<file path="config.mk">
export PLATFORM = sky130hd
export DESIGN_NAME = udma_ext_per_width_conv
export DESIGN_NICKNAME = d
export VERILOG_FILES = /design/src/rtl/udma_ext_per_width_conv.sv
export SDC_FILE = /design/constraint.sdc
export NUM_CORES = 1
export LEC_CHECK = 0
export ABC_CLOCK_PERIOD_IN_PS = 2460
export BUFFER_PORTS_ARGS = -buffer_cell sky130_fd_sc_hd__clkbuf_2
export CAP_MARGIN = 5
export CORE_MARGIN = 5
export CORE_UTILIZATION = 40
export CTS_BUF_LIST = sky130_fd_sc_hd__clkbuf_8 sky130_fd_sc_hd__clkbuf_16
export DETAILED_ROUTE_END_ITERATION = 10
export SYNTH_ARGS = -nofsm -noshare
export SYNTH_HDL_FRONTEND = slang
export SYNTH_SLANG_ARGS = --single-unit
</file>
<file path="constraint.sdc">
create_clock -name clk_i -period 2.46 [get_ports clk_i]
set_input_delay 0.369 -clock clk_i [delete_from_list [all_inputs] [get_ports clk_i]]
set_output_delay 0.369 -clock clk_i [all_outputs]
set_load 0.005 [all_outputs]
</file>
<file path="src/rtl/udma_ext_per_width_conv.sv">
// Width converter between 32-bit DC-FIFO words and an 8-bit peripheral byte stream.
// Optional macro UDMA_EXT_PER_MSB_FIRST_EN reverses byte order within the active bytes.
module udma_ext_per_width_conv (
  input  logic        clk_i,
  input  logic        rstn_i,
  input  logic [1:0]  cfg_datasize_i,
  input  logic        cfg_clr_i,
  input  logic [31:0] tx_data_i,
  input  logic        tx_valid_i,
  output logic        tx_ready_o,
  output logic [7:0]  byte_tx_o,
  output logic        byte_tx_valid_o,
  input  logic        byte_tx_ready_i,
  output logic        byte_tx_last_o,
  input  logic [7:0]  byte_rx_i,
  input  logic        byte_rx_valid_i,
  output logic        byte_rx_ready_o,
  output logic [31:0] rx_data_o,
  output logic        rx_valid_o,
  input  logic        rx_ready_i
);

  typedef enum logic {TX_EMPTY, TX_SEND} tx_state_e;

  function automatic logic [2:0] size_to_n(input logic [1:0] ds);
    case (ds)
      2'b00:   return 3'd1;
      2'b01:   return 3'd2;
      default: return 3'd4;
    endcase
  endfunction

  tx_state_e   tx_state_q, tx_state_d;
  logic [31:0] tx_word_q, tx_word_d;
  logic [2:0]  tx_n_q, tx_n_d;
  logic [1:0]  tx_idx_q, tx_idx_d;

  logic [31:0] rx_acc_q, rx_acc_d;
  logic [2:0]  rx_n_q, rx_n_d;
  logic [1:0]  rx_cnt_q, rx_cnt_d;
  logic        rx_full_q, rx_full_d;

  logic [1:0]  tx_lastidx, tx_sel;
  logic        tx_last, tx_byte_acc, tx_load;
  logic [2:0]  rx_n_cur;
  logic [1:0]  rx_lastidx, rx_pos;
  logic        rx_byte_acc, rx_drain;

  // ---------------- TX: word -> bytes ----------------
  assign tx_lastidx      = 2'(tx_n_q - 3'd1);
  assign tx_last         = (tx_idx_q == tx_lastidx);
  assign byte_tx_valid_o = (tx_state_q == TX_SEND);
  assign byte_tx_last_o  = byte_tx_valid_o & tx_last;
  assign tx_byte_acc     = byte_tx_valid_o & byte_tx_ready_i;
  assign tx_ready_o      = ~cfg_clr_i & ((tx_state_q == TX_EMPTY) | (tx_byte_acc & tx_last));
  assign tx_load         = tx_valid_i & tx_ready_o;

`ifdef UDMA_EXT_PER_MSB_FIRST_EN
  assign tx_sel = tx_lastidx - tx_idx_q;
`else
  assign tx_sel = tx_idx_q;
`endif
  assign byte_tx_o = tx_word_q[{tx_sel, 3'b000} +: 8];

  always_comb begin
    tx_state_d = tx_state_q;
    tx_word_d  = tx_word_q;
    tx_n_d     = tx_n_q;
    tx_idx_d   = tx_idx_q;
    if (cfg_clr_i) begin
      tx_state_d = TX_EMPTY;
      tx_word_d  = '0;
      tx_n_d     = 3'd1;
      tx_idx_d   = '0;
    end else if (tx_load) begin
      // Reload on the last-byte accept keeps back-to-back words bubble-free.
      tx_state_d = TX_SEND;
      tx_word_d  = tx_data_i;
      tx_n_d     = size_to_n(cfg_datasize_i);
      tx_idx_d   = '0;
    end else if (tx_byte_acc) begin
      if (tx_last) tx_state_d = TX_EMPTY;
      else         tx_idx_d   = tx_idx_q + 2'd1;
    end
  end

  // ---------------- RX: bytes -> word ----------------
  assign byte_rx_ready_o = ~cfg_clr_i & (~rx_full_q | rx_ready_i);
  assign rx_byte_acc     = byte_rx_valid_i & byte_rx_ready_o;
  assign rx_drain        = rx_full_q & rx_ready_i;
  assign rx_valid_o      = rx_full_q;
  assign rx_data_o       = rx_acc_q;

  // Word size is captured with the first byte; later bytes use the stored size.
  assign rx_n_cur   = (rx_cnt_q == 2'd0) ? size_to_n(cfg_datasize_i) : rx_n_q;
  assign rx_lastidx = 2'(rx_n_cur - 3'd1);
`ifdef UDMA_EXT_PER_MSB_FIRST_EN
  assign rx_pos = rx_lastidx - rx_cnt_q;
`else
  assign rx_pos = rx_cnt_q;
`endif

  always_comb begin
    rx_acc_d  = rx_acc_q;
    rx_n_d    = rx_n_q;
    rx_cnt_d  = rx_cnt_q;
    rx_full_d = rx_full_q;
    if (cfg_clr_i) begin
      rx_acc_d  = '0;
      rx_n_d    = 3'd1;
      rx_cnt_d  = '0;
      rx_full_d = 1'b0;
    end else begin
      if (rx_drain) rx_full_d = 1'b0;
      if (rx_byte_acc) begin
        // First byte clears the accumulator so unused upper bytes read as zero.
        if (rx_cnt_q == 2'd0) begin
          rx_acc_d = '0;
          rx_n_d   = rx_n_cur;
        end
        rx_acc_d[{rx_pos, 3'b000} +: 8] = byte_rx_i;
        if (rx_cnt_q == rx_lastidx) begin
          rx_cnt_d  = '0;
          rx_full_d = 1'b1;
        end else begin
          rx_cnt_d  = rx_cnt_q + 2'd1;
        end
      end
    end
  end

  always_ff @(posedge clk_i or negedge rstn_i) begin
    if (!rstn_i) begin
      tx_state_q <= TX_EMPTY;
      tx_word_q  <= '0;
      tx_n_q     <= 3'd1;
      tx_idx_q   <= '0;
      rx_acc_q   <= '0;
      rx_n_q     <= 3'd1;
      rx_cnt_q   <= '0;
      rx_full_q  <= 1'b0;
    end else begin
      tx_state_q <= tx_state_d;
      tx_word_q  <= tx_word_d;
      tx_n_q     <= tx_n_d;
      tx_idx_q   <= tx_idx_d;
      rx_acc_q   <= rx_acc_d;
      rx_n_q     <= rx_n_d;
      rx_cnt_q   <= rx_cnt_d;
      rx_full_q  <= rx_full_d;
    end
  end

endmodule
</file>
Yosys cells after proc, flatten, opt, wreduce, memory -nomap -nowiden
Cells that the tools add are included.

Bits in registers: 75. Input port bits: 49. Word-level logic and storage cells: 73.

$add $sub $neg: 5. Equal/unequal tests: 4. Shift-type cells: 3. Mux-type cells: 30. Bitwise operators: 13. Reductions and logical operators: 10.

Operator list (count): 32-bit two-way mux (7); 32-bit bitwise mux (1); 8-bit by 7-bit variable shift with 32-bit output (first input constant) (1); 32-bit by 6-bit indexed part select with 8-bit output (1); 8-bit by 7-bit indexed part select with 32-bit output (1); 2-bit two-way mux (9); 3-bit two-way mux (4); 1-bit AND (8); 1-bit two-way mux (8); 5-bit negation with 7-bit output (1); 3-bit one-hot mux with 2 select lines (1); 2-bit AND reduction (3); 2-bit nonzero test (3); 3-bit nonzero test (2); 2-bit by 1-bit adder with 2-bit output (second input constant) (2); 2-bit == test (2); 2-bit logical NOT (2); 2-bit by 1-bit subtractor with 2-bit output (second input constant) (2); 3-bit by 2-bit != test with 1-bit output (second input constant) (1); 1-bit inverter (3); 2-bit by 1-bit == test with 1-bit output (second input constant) (1); 1-bit bitwise OR (2).

Longest topological paths before layout
Gate-level depths: netlist (run 1).

Depth after elaboration: 9. Gate-level depth with buffers: 8. Gate-level depth less buffers: 6.

Worst setup path after synthesis (run 1)
OpenSTA, ideal clock, no wires.

Kind: register -> register. From: register rx_cnt_q[0]. To: register rx_full_q (netlist: rx_valid_o). Data arrival time: 1831 ps. Path slack: 561 ps. Stages on the path, launching flop included: 7. Clock period less this slack: 1899 ps. Cells stage by stage: dfrtp_1 > inv_1 > ha_1 > and3b_1 > or3_4 > a2111oi_2 > a311o_1.

Cells in the longest elaborated chain, start to end: 7.

Ends and longest elaborated chain: start, declared (RTL line 40) `logic [1:0] rx_cnt_q, rx_cnt_d;`; start signal, assigned (RTL line 149) `rx_cnt_q <= rx_cnt_d;`; 2-bit logical NOT (RTL line 95) `assign rx_n_cur = (rx_cnt_q == 2'd0) ? size_to_n(cfg_datasize_i) : rx_n_q;`; 3-bit two-way mux (RTL line 95); 2-bit by 1-bit subtractor with 2-bit output (RTL line 96) `assign rx_lastidx = 2'(rx_n_cur - 3'd1);`; 2-bit == test * (RTL line 122) `if (rx_cnt_q == rx_lastidx) begin`; 1-bit two-way mux * (RTL line 122); 1-bit two-way mux * (RTL line 115) `if (rx_byte_acc) begin`; 1-bit two-way mux * (RTL line 108) `if (cfg_clr_i) begin`; named net rx_full_d (RTL line 41) `logic rx_full_q, rx_full_d;`; end signal, assigned (RTL line 150) `rx_full_q <= rx_full_d;`; end, declared (RTL line 41).

Mark *: on every way through the listed nets, which the timed path passes. The rest lies on a longest branch. A chain may end at the register's enable or synchronous reset.

Worst setup path after layout (run 1)
From: register rx_cnt_q[0]. To: register rx_acc_q[10] (netlist: rx_data_o[10]).

Cells in the longest elaborated chain, start to end: 7. Elaborated cells on any way between the ends: 10. Those cells by class: add/sub (1); shift (2); mux (6); reduce/logical (1).

Ends and longest elaborated chain: parallel branches: the longest is 4 deep, another holds 5-bit negation with 7-bit output; 32-bit bitwise mux * (RTL line 121) `rx_acc_d[{rx_pos, 3'b000} +: 8] = byte_rx_i;`; 32-bit two-way mux * (RTL line 115); 32-bit two-way mux * (RTL line 108); end signal, assigned (RTL line 147) `rx_acc_q <= rx_acc_d;`; end, declared (RTL line 38) `logic [31:0] rx_acc_q, rx_acc_d;`.

Every way passes the cells marked *. The select of a mux whose other input is x is not followed.

==> results of run 1 <==
## cell type report
cell class,instances,share of cell area
sequential,74,0.411
multi-input combinational,276,0.371
timing repair buffer,105,0.124
tap,111,0.0308
clock buffer,9,0.0274
clock inverter,7,0.0183
inverter,21,0.0175
## Yosys cell counts, types with 2 or more instances
cell,count
buf_2,9
clkbuf_1,16
buf_4,6
nand2b_1,7
or2_2,4
inv_1,21
o21ai_1,6
nor2b_1,5
dfrtp_1,72
nand3_1,50
a31o_2,2
mux2i_1,2
nor2_1,11
nand2_1,37
o21ai_0,63
buf_1,2
nand4b_1,2
a211o_1,2
dfstp_2,2
a311oi_1,2
a31oi_1,2
ha_1,5
and2_1,2
mux4_2,8
nor3_1,5
a21oi_1,39
## per-stage QoR
step | setup WS (ns) | utilization | instances
2_1_floorplan | 0.561 | - | 404
3_3_place_gp | 0.308 | 0.468 | 587
3_5_place_dp | 0.220 | 0.468 | 587
4_1_cts | 0.0407 | 0.491 | 603
5_1_grt | 0.0263 | 0.491 | 603
6_report | 0.221 | 0.491 | 603
## timing repair
| action | 4_1_cts | 5_1_grt |
|---|---|---|
| resized for setup | 0 | 1 |
| hold endpoints to repair | 0 | 0 |
| endpoints found under the setup margin | 0 | 2 |
| hold buffers | 0 | 0 |
## cell families (layout without fill, tap and decap cells)
| family | after synthesis | count (layout) |
|---|---|---|
| and+or+nand+nor | 134 | 134 |
| AOI/OAI and AO/OA | 122 | 122 |
| DFF | 74 | 74 |
| buffers and inverters | 54 | 142 |
| muxes | 13 | 13 |
| adders and majority gates | 5 | 5 |
| xor gates and xnor gates | 2 | 2 |
## critical path: cells and delay by family (launching register included)
| kind | cells | cell delay [ns] |
|---|---|---|
| flops | 1 | 0.53 |
| simple gates | 1 | 0.34 |
| fa+ha+maj | 1 | 0.39 |
| compound gates | 2 | 0.45 |
| buf+inv | 2 | 0.40 |
## path summary, 6_finish.rpt
| check | to | depth (start not counted) |
|---|---|---|
| setup / recovery | rx_data_o[10] | 6 |
| hold / removal | byte_tx_valid_o | 1 |
| setup reg to reg | rx_data_o[10] | 6 |
| hold reg to reg | rx_data_o[21] | 2 |
| max in group asynchronous | tx_n_q[0] | 2 |
| min in group clk_i | tx_word_q[17] | 3 |
## layer usage
layer | vias to the layer above | part of all wire
met3 | 10 | 0.066
met4 | 0 | 0.0095
met1 | 1559 | 0.49
met2 | 110 | 0.44
li1 | 1587 | -
met5 | - | 0
## power by group
group,total (W),internal (W),switching (W)
clock,0.00101,0.000487,0.000520
combinational,0.000469,0.000192,0.000278
sequential,0.00134,0.00129,0.0000551
total,0.00282,0.00196,0.000852
## flip-flops by register name, summed over array words and instances, names as in the netlist
name,cells
byte_tx_valid_o,1
rx_cnt_q,2
rx_data_o,32
rx_n_q,2
rx_valid_o,1
tx_idx_q,2
tx_n_q,2
tx_word_q,32
==> metrics.txt, run 1 <==
final hold vios=0; clk_lat worst skew=0.35 ns; GP Congestion=0.831; commonest non-fill, non-tap cell in the layout=clkbuf_2; synth warn=0; Post-Synth Adder-Cell Area=0.0166; Layout area overhead=19.8%; H-tree depth=3; Max Freq=447 MHz; height of the die=107 um; ys flop type=dfrtp_1; TritonRoute pass-1 iters=5; vias post-DR=3266; setup TNS=0 ns; P_leak=2.04 nW; Worst setup SP type=flip-flop; Storage cell area=1860 um^2; Clock Path Buffers=2; Setup Skew=0.0130 ns; clock sink count=74; vias in the first global route=3219; fraction of the mapped netlist area in simple logic gates=0.180; CTS Root Cell=clkbuf_8; synth top area cells=dfrtp_1 48%, o21ai_0 8.4%, nand3_1 6.6%; first-pass GRT wire length=15.9 mm; Critical Path Sink Type=flip-flop; Die ar.=11500 um^2; main combinational cell family by area after synthesis=simple AND/OR/NAND/NOR gates; flops & latches, synth=74; initial core utilization=0.410; Hold WC Path Type=in -> async; Final period util=0.910; worst hold slack=0.0240 ns; Slew @ Worst Pin=0.594 ns; count of pins over their slew limit=0; drc violations=0; Final #Nets=541; met1 Use GR=0.241; Vias/cell=5.42; critical path peak fanout=17; Max VDD drop=0.240 mV; TritonCTS Buffers=9; outcome=finished clean; gr usage total=0.172; Iter 0 DRT Violations=114; Synth Area in XOR/XNOR=0.00664; core area=9200 um^2; reg-to-reg slack, setup=0.22 ns; largest stage delay on the critical path=0.53 ns; Placed Area=4310 um^2; area of the multi-input gates=1680 um^2; Post-CTS Repair Setup Buffers=0; final wirelength=9.61 mm; pin count of the biggest net entering global routing=47; Wirelength per Cell=15.9 um; EDFF count, synth=0; Syn Inst Count=404; multiplexer share of the synthesized area=0.0638; Final min period=2.24 ns; grt peak-use layer=met2; critical path class=reg -> reg; final setup fails=0; most frequent cells in the layout=92 x clkbuf_2, 71 x dfrtp_1, 63 x o21ai_0, 50 x nand3_1, 39 x a21oi_1; Congestion Overflow GR=0; Reg clk slew, reported paths=0.09 ns; GRT met3 Usage=0.0409; initial antenna violation count=0; TritonCTS clock tree=built; PortBufs=93; sequential area share after synthesis=0.492; RSZ-0062 raised after global routing=false; area leader, netlist=dfrtp_1; Rel. slew slack=0.604; Die X=107 um; Synth Area in Compound Gates=0.177; Max-Cap Viols=0; final instance area=4510 um^2; Worst path slowest cell=dfrtp_1; net count after synthesis=458; share of layout cells above drive strength 1=0.299; critical path startpoint=rx_cnt_q[0]; CP Data Required Time=2.69 ns; power per cell area=624 nW/um^2; Ant. Diodes=0; Ports=94; critical-path cell list=inv_1, ha_1, or2_2, a31oi_2, buf_4, o21ai_0; worst r2r src=rx_cnt_q[0]; DP HPWL=6.74 mm; Worst EP arrival=2.46 ns; top cell type's share of synthesized area=0.478; Async S/R FF share, synth=1.00; row cnt=35; syn avg cell area=9.32 um^2; Fill cells=890; Routed Antenna Nets=0; GR Util met2=0.268; Yosys cell types=48; power consumption=0.00282 W; mapped cell area=3770 um^2
Note: power is estimated with default switching activity, not from simulation.
==> run 2: changes to the inputs <==
- ABC_CLOCK_PERIOD_IN_PS: 2460 -> 2200
- clock period: 2.46 -> 2.2 ns (I/O delays scaled with it)
==> run 2 against run 1 <==
  * Combinational power is 19% higher
  * Sequential power increased by 11%
  * Sequential share of layout area is 0.39 points lower
  * First-iteration DRC count is 17% higher
  * Critical path type is now reg -> out
  * Largest power group unchanged
  * Highest routed layer unchanged
==> metrics.txt, run 2 (synthesis gave the netlist of run 1 again) <==
clock power share=0.331; Ant. Diodes=0; TritonCTS clock tree=built; final setup fails=0; Vias/cell=5.38; Slew @ Worst Pin=0.520 ns; pin count of the biggest net entering global routing=39; P_leak=2.05 nW; critical path class=reg -> out; power per cell area=673 nW/um^2; Layout area overhead=20.9%; Iter 0 DRT Violations=133; Final min period=2.07 ns; vias post-DR=3262; Psw=0.000968 W; Final Non-Filler Cells=606; Congestion Overflow GR=0; RSZ-0062 raised after global routing=false; initial core utilization=0.410; commonest non-fill, non-tap cell in the layout=clkbuf_2; share of layout cells above drive strength 1=0.301; height of the die=107 um; Wirelength per Cell=16.2 um; Max VDD drop=0.339 mV; row cnt=35; internal power=0.00209 W; PortBufs=93; most frequent cells in the layout=92 x clkbuf_2, 72 x dfrtp_1, 63 x o21ai_0, 50 x nand3_1, 39 x a21oi_1; initial antenna violation count=0; DP HPWL=6.85 mm; CTS Root Cell=clkbuf_8; H-tree depth=3; Setup Skew=0.0153 ns; final wirelength=9.82 mm; Worst setup SP type=flip-flop; Flop pwr share=0.487; outcome=finished clean; TritonCTS Buffers=9; GP Congestion=0.803; final hold vios=0; setup TNS=0 ns; drc violations=0; gr usage total=0.179; Final period util=0.940; Max Freq=483 MHz; Post-CTS Repair Setup Buffers=0; Hold WC Path Type=in -> reg; Clock Path Buffers=2; Die X=107 um; sw frac=0.316; worst hold slack=0.211 ns; Reg clk slew, reported paths=0.09 ns; Die ar.=11500 um^2; Comb power frac=0.182; Routed Antenna Nets=0; Worst EP arrival=1.74 ns; critical path peak fanout=10; clock sink count=74; CP Data Required Time=1.87 ns; Critical Path Sink Type=primary output; count of pins over their slew limit=0; Rel. slew slack=0.653; Inst Count DP=589; clk_lat worst skew=0.35 ns; Ports=94; Final #Nets=544; Max-Cap Viols=0; first-pass GRT wire length=16.4 mm; TritonRoute pass-1 iters=4; core area=9200 um^2; vias in the first global route=3267
[run 2: worst paths after layout]
path | startpoint | to | slack [ns] | depth (start not counted)
worst min register to register | rx_data_o[21] | rx_data_o[21] | 0.49 | 2
min in group asynchronous | rstn_i | rx_data_o[7] | 0.49 | 2
max in group asynchronous | rstn_i | tx_n_q[0] | 1.08 | 3
worst max-delay path | tx_idx_q[0] | byte_tx_o[2] | 0.13 | 3
worst min-delay path | tx_data_i[22] | tx_word_q[22] | 0.21 | 3
worst max register to register | rx_cnt_q[0] | rx_valid_o | 0.21 | 6
[run 2: layout make-up]
cell class / instances / area, um^2
fillers: 886 / 4640
well taps: 111 / 139
clock buffers: 9 / 124
multi-input cells: 276 / 1690
flip-flops and latches: 74 / 1850
repair buffers: 108 / 608
clock inverters: 7 / 58.8
inverters: 21 / 78.8
[run 2: power groups by stage]
| stage | logic [W] | clock network, W | registers, W |
|---|---|---|---|
| after detailed placement | 0.000556 | 0 | 0.00152 |
| after global placement | 0.000546 | 0 | 0.00151 |
| final | 0.000557 | 0.00101 | 0.00149 |
| after global routing | 0.000627 | 0.00111 | 0.00150 |
| after CTS | 0.000561 | 0.00104 | 0.00149 |
| after floorplan | 0.000340 | 0 | 0.00150 |
[run 2: per-stage QoR]
| step | util | total power, W | cell area (um^2) | worst slack, ns |
|---|---|---|---|---|
| 2_1_floorplan | - | 0.00184 | 3770 | 0.301 |
| 3_3_place_gp | 0.473 | 0.00206 | 4350 | 0.302 |
| 3_5_place_dp | 0.473 | 0.00207 | 4350 | 0.229 |
| 4_1_cts | 0.493 | 0.00310 | 4540 | 0.0610 |
| 5_1_grt | 0.495 | 0.00324 | 4550 | 0.00715 |
| 6_report | 0.495 | 0.00306 | 4550 | 0.132 |
[run 2: repair_timing]
item | 4_1_cts | 5_1_grt
resized for setup | 0 | 2
hold buffers | 1 | 0
hold endpoints to repair | 37 | 0
endpoints found under the setup margin | 0 | 2
[run 2: critical path, stage by stage, from the launching register on]
cell      delay [ns]
dfrtp_1         0.45
buf_4           0.27
mux4_2          0.55
clkbuf_2        0.13
[run 2: metal layers]
metal / vias up / GRT usage / part of all wire
met2: 100 / 0.274 / 0.45
met4: 0 / 0.0502 / 0.0048
met5: - / 0 / 0
met1: 1564 / 0.247 / 0.48
li1: 1593 / - / -
met3: 5 / 0.0506 / 0.072
